--- src/rtl/demux_reg.sv ---
// demux_reg: registered 1-to-N demultiplexer with valid/ready on both sides.
//
// One input stream is steered to one of N_OUT output channels by a per-beat
// select. Each channel owns a single registered entry. A stalled channel
// therefore never blocks beats bound for other channels, and a channel that
// stays ready sustains one beat per cycle.
//
// Ports:
//   i_clk    - clock, rising edge
//   i_rstn   - synchronous active-low reset
//   i_valid  - input beat present
//   o_ready  - input beat accepted when high together with i_valid
//   i_sel    - destination channel of the current beat
//   i_data   - input payload
//   o_valid  - per-channel entry valid
//   i_ready  - per-channel downstream ready
//   o_data   - per-channel payload, channel k at [k*DATA_W +: DATA_W]
//   o_err    - one-cycle pulse after an out-of-range beat is dropped
//   o_cnt    - per-channel 16-bit drain counters, channel k at [k*16 +: 16]
//
// Optional feature: define DEMUX_REG_CNT_EN to build the drain counters.
// Without it, o_cnt is tied to zero and the port list is unchanged.
module demux_reg #(
  parameter int DATA_W = 8,
  parameter int N_OUT  = 4,
  parameter int SEL_W  = 2
) (
  input  logic                     i_clk,
  input  logic                     i_rstn,
  input  logic                     i_valid,
  output logic                     o_ready,
  input  logic [SEL_W-1:0]         i_sel,
  input  logic [DATA_W-1:0]        i_data,
  output logic [N_OUT-1:0]         o_valid,
  input  logic [N_OUT-1:0]         i_ready,
  output logic [N_OUT*DATA_W-1:0]  o_data,
  output logic                     o_err,
  output logic [N_OUT*16-1:0]      o_cnt
);

  logic [N_OUT-1:0]        valid_q, valid_d;
  logic [N_OUT*DATA_W-1:0] data_q, data_d;
  logic                    err_q, err_d;

  logic [N_OUT-1:0]        sel_oh;
  logic                    in_range;
  logic                    accept;
  logic [N_OUT-1:0]        fill;
  logic [N_OUT-1:0]        drain;

  // One-hot decode of the select. A select that matches no channel leaves
  // the vector all zero, which is how out-of-range beats are recognised;
  // this avoids indexing o_valid with a value that may exceed N_OUT-1.
  always_comb begin
    sel_oh = '0;
    for (int k = 0; k < N_OUT; k++) begin
      sel_oh[k] = (i_sel == SEL_W'(k));
    end
  end

  // Ready only looks at the addressed channel: it can take a beat when it
  // is empty or is draining this cycle. Out-of-range beats are always taken
  // so they can be dropped. i_valid is deliberately not involved.
  always_comb begin
    in_range = |sel_oh;
    o_ready  = !in_range || (|(sel_oh & (~valid_q | i_ready)));
    accept   = i_valid && o_ready;
    fill     = sel_oh & {N_OUT{accept}};
    drain    = valid_q & i_ready;
  end

  // Next entry state. A fill wins over a drain of the same channel so the
  // entry is replaced in place and valid stays high for full throughput.
  // A drain without fill clears valid but leaves the last data in place.
  always_comb begin
    valid_d = (valid_q & ~drain) | fill;
    data_d  = data_q;
    for (int k = 0; k < N_OUT; k++) begin
      if (fill[k]) begin
        data_d[k*DATA_W +: DATA_W] = i_data;
      end
    end
    err_d = accept && !in_range;
  end

  // Entry, data and error registers with synchronous reset taking priority
  // over any accept or drain in the same cycle.
  always_ff @(posedge i_clk) begin
    if (!i_rstn) begin
      valid_q <= '0;
      data_q  <= '0;
      err_q   <= 1'b0;
    end else begin
      valid_q <= valid_d;
      data_q  <= data_d;
      err_q   <= err_d;
    end
  end

  assign o_valid = valid_q;
  assign o_data  = data_q;
  assign o_err   = err_q;

`ifdef DEMUX_REG_CNT_EN
  logic [N_OUT*16-1:0] cnt_q, cnt_d;

  // Each counter counts drains of its channel and wraps naturally at 16 bits.
  always_comb begin
    cnt_d = cnt_q;
    for (int k = 0; k < N_OUT; k++) begin
      if (drain[k]) begin
        cnt_d[k*16 +: 16] = cnt_q[k*16 +: 16] + 16'd1;
      end
    end
  end

  always_ff @(posedge i_clk) begin
    if (!i_rstn) begin
      cnt_q <= '0;
    end else begin
      cnt_q <= cnt_d;
    end
  end

  assign o_cnt = cnt_q;
`else
  assign o_cnt = '0;
`endif

endmodule

--- config.mk ---
export PLATFORM = sky130hd
export DESIGN_NAME = demux_reg
export DESIGN_NICKNAME = d
export VERILOG_FILES = /design/src/rtl/demux_reg.sv
export SDC_FILE = /design/constraint.sdc
export NUM_CORES = 1
export LEC_CHECK = 0
export BUFFER_PORTS_ARGS = -buffer_cell sky130_fd_sc_hd__buf_4
export CAP_MARGIN = 20
export CORE_ASPECT_RATIO = 1.4
export CORE_MARGIN = 2
export CORE_UTILIZATION = 43
export CTS_CLUSTER_SIZE = 25
export DETAILED_ROUTE_END_ITERATION = 12
export GPL_TIMING_DRIVEN = 0
export PLACE_DENSITY = 0.93
export SLEW_MARGIN = 20
export SYNTH_ARGS = -nofsm -noshare
export SYNTH_HDL_FRONTEND = slang
export SYNTH_SLANG_ARGS = --single-unit
export TNS_END_PERCENT = 20
--- constraint.sdc ---
create_clock -name i_clk -period 1.5 [get_ports i_clk]
set_clock_uncertainty 0.2 [all_clocks]
set_input_delay 0.15 -clock i_clk [delete_from_list [all_inputs] [get_ports i_clk]]
set_output_delay 0.15 -clock i_clk [all_outputs]
set_load 0.1 [all_outputs]
# --- After elaboration in Yosys (flattened, before gate mapping) ---
# Index checks and enable logic that the tools add are counted.
word_totals:
  reg_bits: 37
  input_bits: 17
  output_inout_bits: 102
  word_cells: 24
op_classes:
  eq_ne: 3
  n_bitwise: 8
  n_reduce_logical: 7
op_table:
  columns: ["operator", "count"]
  rows:
  - ["4-bit bitwise AND", 4]
  - ["4-bit inverter", 2]
  - ["4-bit bitwise OR", 2]
  - ["4-bit OR reduction", 2]
  - ["2-bit == test (second input constant)", 2]
  - ["2-bit by 1-bit == test with 1-bit output (second input constant)", 1]
  - ["1-bit logical AND", 2]
  - ["2-bit zero test", 1]
  - ["1-bit zero test", 1]
  - ["1-bit logical OR", 1]

# --- Logic depth before layout (Yosys ltp) ---
logic_depth:
  ltp_word: 8
  ltp_mapped: 4
  depth_no_buf: 3

# --- Least setup slack after synthesis ---
# OpenSTA, ideal clock, no wires.
synth_timing:
  kind: "flip-flop to output port"
  from: "register valid_q[0] (netlist: o_valid[0])"
  to: "output o_ready"
  arrival_ns: 1.857
  required_time_ns: 1.150
  path_slack_ns: -0.707
  stages_incl_launch_ff: 3
  path_buffers: 0
  path_cell_list: "dfxtp_1 > nand2b_1 > mux4_2"
synth_via:
  elab_chain_len: 5
synth_lines:
  columns: ["element", "line_no", "source"]
  rows:
  - ["start: declaration", "41", "logic [N_OUT-1:0] valid_q, valid_d;"]
  - ["start signal: assignment", "94", "valid_q <= valid_d;"]
  - ["4-bit inverter", "66", "o_ready = !in_range || (|(sel_oh & (~valid_q | i_ready)));"]
  - ["4-bit bitwise OR", "66", null]
  - ["4-bit bitwise AND", "66", null]
  - ["4-bit OR reduction", "66", null]
  - ["1-bit logical OR", "66", null]
  - ["end: declaration", "31", "output logic o_ready,"]
# No other way between the ends.

# --- Worst setup path in the final report ---
layout_timing:
  from: "register valid_q[2] (netlist: o_valid[2])"
  to: "output o_ready"
# Same word-level chain as after synthesis.

==> impl_metrics.yaml <==
run_status:
  outcome: "complete, but fails checks"
  violations: "hold timing, setup timing"
route:
  drc_errors: 0
  drtIter0Drc: 14
  routed_wl_um: 4480
  route.vias.total: 1566
  wl_per_cell_um: 11.26
  firstDrtPassIters: 4
  detail-route-antenna-nets: 0
  viasPerCell: 3.935
synth:
  yosysSeqAreaShare: 0.3910
  synth_mux_area_frac: 0.1810
  synth_top_flop_cell: "dfxtp_1"
  yosysWarnings: 0
  synthAdderAreaFrac: 0
  syn_inst: 201
  yosysMostFrequentCell: "buf_4"
  synth-async-reset-ratio: 0
  syn_avg_cell_area_um2: 9.424
  synth_seq_cells: 37
  ys_types: 18
  synth-compound-area-share: 0.01585
  syn_area_um2: 1894
  synth_top_family_by_area: "buffers and inverters"
  yosysTopAreaCell: "dfxtp_1"
  synthSimpleGateAreaFrac: 0.1229
  synth_edf_count: 0
  yosys-top-cells-count: "buf_4 (65), nand2_1 (42), dfxtp_1 (37)"
  synthTopCellsByArea: "dfxtp_1 (39%), buf_4 (26%), mux2i_1 (17%), nand2_1 (8.3%), buf_6 (1.8%)"
  synth_xor_area_frac: 0
  synth_top_area_share: 0.3910
worst_setup_path:
  cp-end-kind: "output port"
  required_ns: 1.15
  crit_path_max_fanout: 3
  arrival_ns: 1.40
  crit_path_start_kind: "flop"
  crit_type: "reg2out"
die:
  initial_core_util: 0.4469
  die_h_um: 82.54
  core_um2: 4239
  rows: 28
  dieArea_um2: 4960
  io_pins: 119
  die_x_um: 60.10
power_and_ir_drop:
  power_leakage_nw: 1.531
  pwr-share-comb: 0.419
  p_sw_mw: 1.451
  ir_drop_v: 0.0006436
  clock_power_share: 0.258
  power_density_nw_per_um2: 1105
  p_total_mw: 3.197
  p_seq_frac: 0.323
  power.internal_mw: 1.745
  p_sw_frac: 0.4541
clocking:
  h-tree-depth: 2
  cts_tree: "done"
  cts_root_buf: "clkbuf_8"
  clk_path_buf_depth: 2
  cts_buffers: 5
  cts_sinks: 37
  path_clk_slew_ns: 0.07
  clock_latency_ns: 0.28
timing:
  hold_ws_ns: -0.002913
  min_period_over_period: 1.166
  hold_violations: 1
  worst_pin_slew_ns: 0.5177
  finalSetupViolCount: 1
  post-route-min-period_ns: 1.749
  maxClockFrequency_ghz: 0.5718
  grt_setup_unrepaired: "yes"
  maxSlewViolCount: 0
  fin_ws_ns: -0.2490
  slew-limit-headroom: 0.6549
hold_path:
  hold_path_class: "in2reg"
placement:
  gp_congestion: 0.6747
  portBuffers: 53
  placed_area_um2: 2623
  place_hpwl_um: 3179
global_routing:
  antenna_found_initial: 0
  grt_pass1_vias: 1401
  grt_max_degree: 12
  grt_use_total: 0.1777
  grt_overflow: 0
  grt_pass1_wl_um: 6423
layout:
  fillers: 327
  final_util: 0.6824
  area_delta_synth_final_pct: 52.71
  design_area_um2: 2893
  num-nets-final: 354
  layout-drive-gt1-share: 0.4201
  n_antenna_cell: 0
job:
  maxCapViolations: 0
-- cells by family (layout without fill, tap and decap cells) --
logic type             Yosys count  in the layout
buffers and inverters           73            146
AND/OR/NAND/NOR                 53             53
flip-flops                      37             37
multiplexers                    33             33
AO/OA/AOI/OAI                    4              4
other                            1             65
-- flip-flops by register name (all words and copies together) (netlist names) --
register / flops
o_data: 32
o_valid: 4
o_err: 1
-- path summary, 6_finish.rpt --
check | slack (ns) | start | to | cells after the start
hold / removal | -0.003 | i_data[2] | o_data[2]$_SDFFE_PN0P_ | 3
setup / recovery | -0.25 | o_valid[2]$_SDFF_PN0_ | o_ready | 3
setup reg to reg | 0.05 | o_valid[1]$_SDFF_PN0_ | o_valid[1]$_SDFF_PN0_ | 3
hold reg to reg | 0.26 | o_data[21]$_SDFFE_PN0P_ | o_data[21]$_SDFFE_PN0P_ | 2
-- timing repair --
| item | 4_1_cts | 5_1_grt |
|---|---|---|
| pin swaps | 0 | 1 |
| setup buffers | 0 | 1 |
| setup endpoints to repair | 1 | 22 |
| hold buffers | 12 | 0 |
| resized for setup | 6 | 2 |
| endpoints found under the hold margin | 14 | 0 |
-- metal layers --
| metal | global-route usage | vias up | part of all wire |
|---|---|---|---|
| li1 | - | 786 | - |
| met1 | 0.1838 | 686 | 0.36 |
| met2 | 0.3370 | 85 | 0.54 |
| met3 | 0.04361 | 9 | 0.085 |
| met4 | 0.06222 | 0 | 0.020 |
| met5 | 0 | - | 0 |
-- power by group through the flow --
| stage | Combinational [mW] | Sequential [mW] | Clock (mW) |
|---|---|---|---|
| floorplan | 0.926 | 1.31 | 0 |
| global placement | 1.30 | 1.05 | 0 |
| detailed placement | 1.30 | 1.05 | 0 |
| CTS | 1.33 | 1.03 | 0.841 |
| global route | 1.38 | 1.04 | 0.879 |
| finish | 1.34 | 1.03 | 0.825 |
-- placed cells by master, fill, tap and decap left out, drive strengths merged --
cell type	n
nor3	1
o21a	1
nand2b	4
a21boi	3
dlygate4sd3	11
and3	1
mux2i	32
conb	65
nand3b	1
dlymetal6s4s	1
dfxtp	37
buf	124
nand3	1
nand2	42
clkbuf	10
nor2b	3
mux4	1
-- per-stage QoR --
stage          worst slack, ns  hold WS [ns]  instances  setup TNS, ns
6_report               -0.2490     -0.002913        398        -0.2490
2_1_floorplan          -0.2290       0.08639        265        -0.2290
4_1_cts                -0.2559      0.001332        398        -0.4926
3_3_place_gp           0.02794        0.2441        378              0
5_1_grt                -0.2808       0.02399        398        -0.2851
3_5_place_dp         -0.005787        0.2493        378      -0.005787
-- critical path, stage by stage, from the launching register on --
cell      delay (ns)
dfxtp_4         0.35
nand2b_1        0.07
mux4_2          0.50
buf_12          0.19
-- cell type report --
cell class	instances	area, µm²	share of cell area
multi-input cells	155	877.1	0.3032
well taps	60	75.07	0.02595
clock buffers	8	111.4	0.03849
repair buffers	66	540.5	0.1869
plain buffers	72	533.0	0.1843
flip-flops and latches	37	755.7	0.2612
Note: power is estimated with default switching activity, not from simulation.
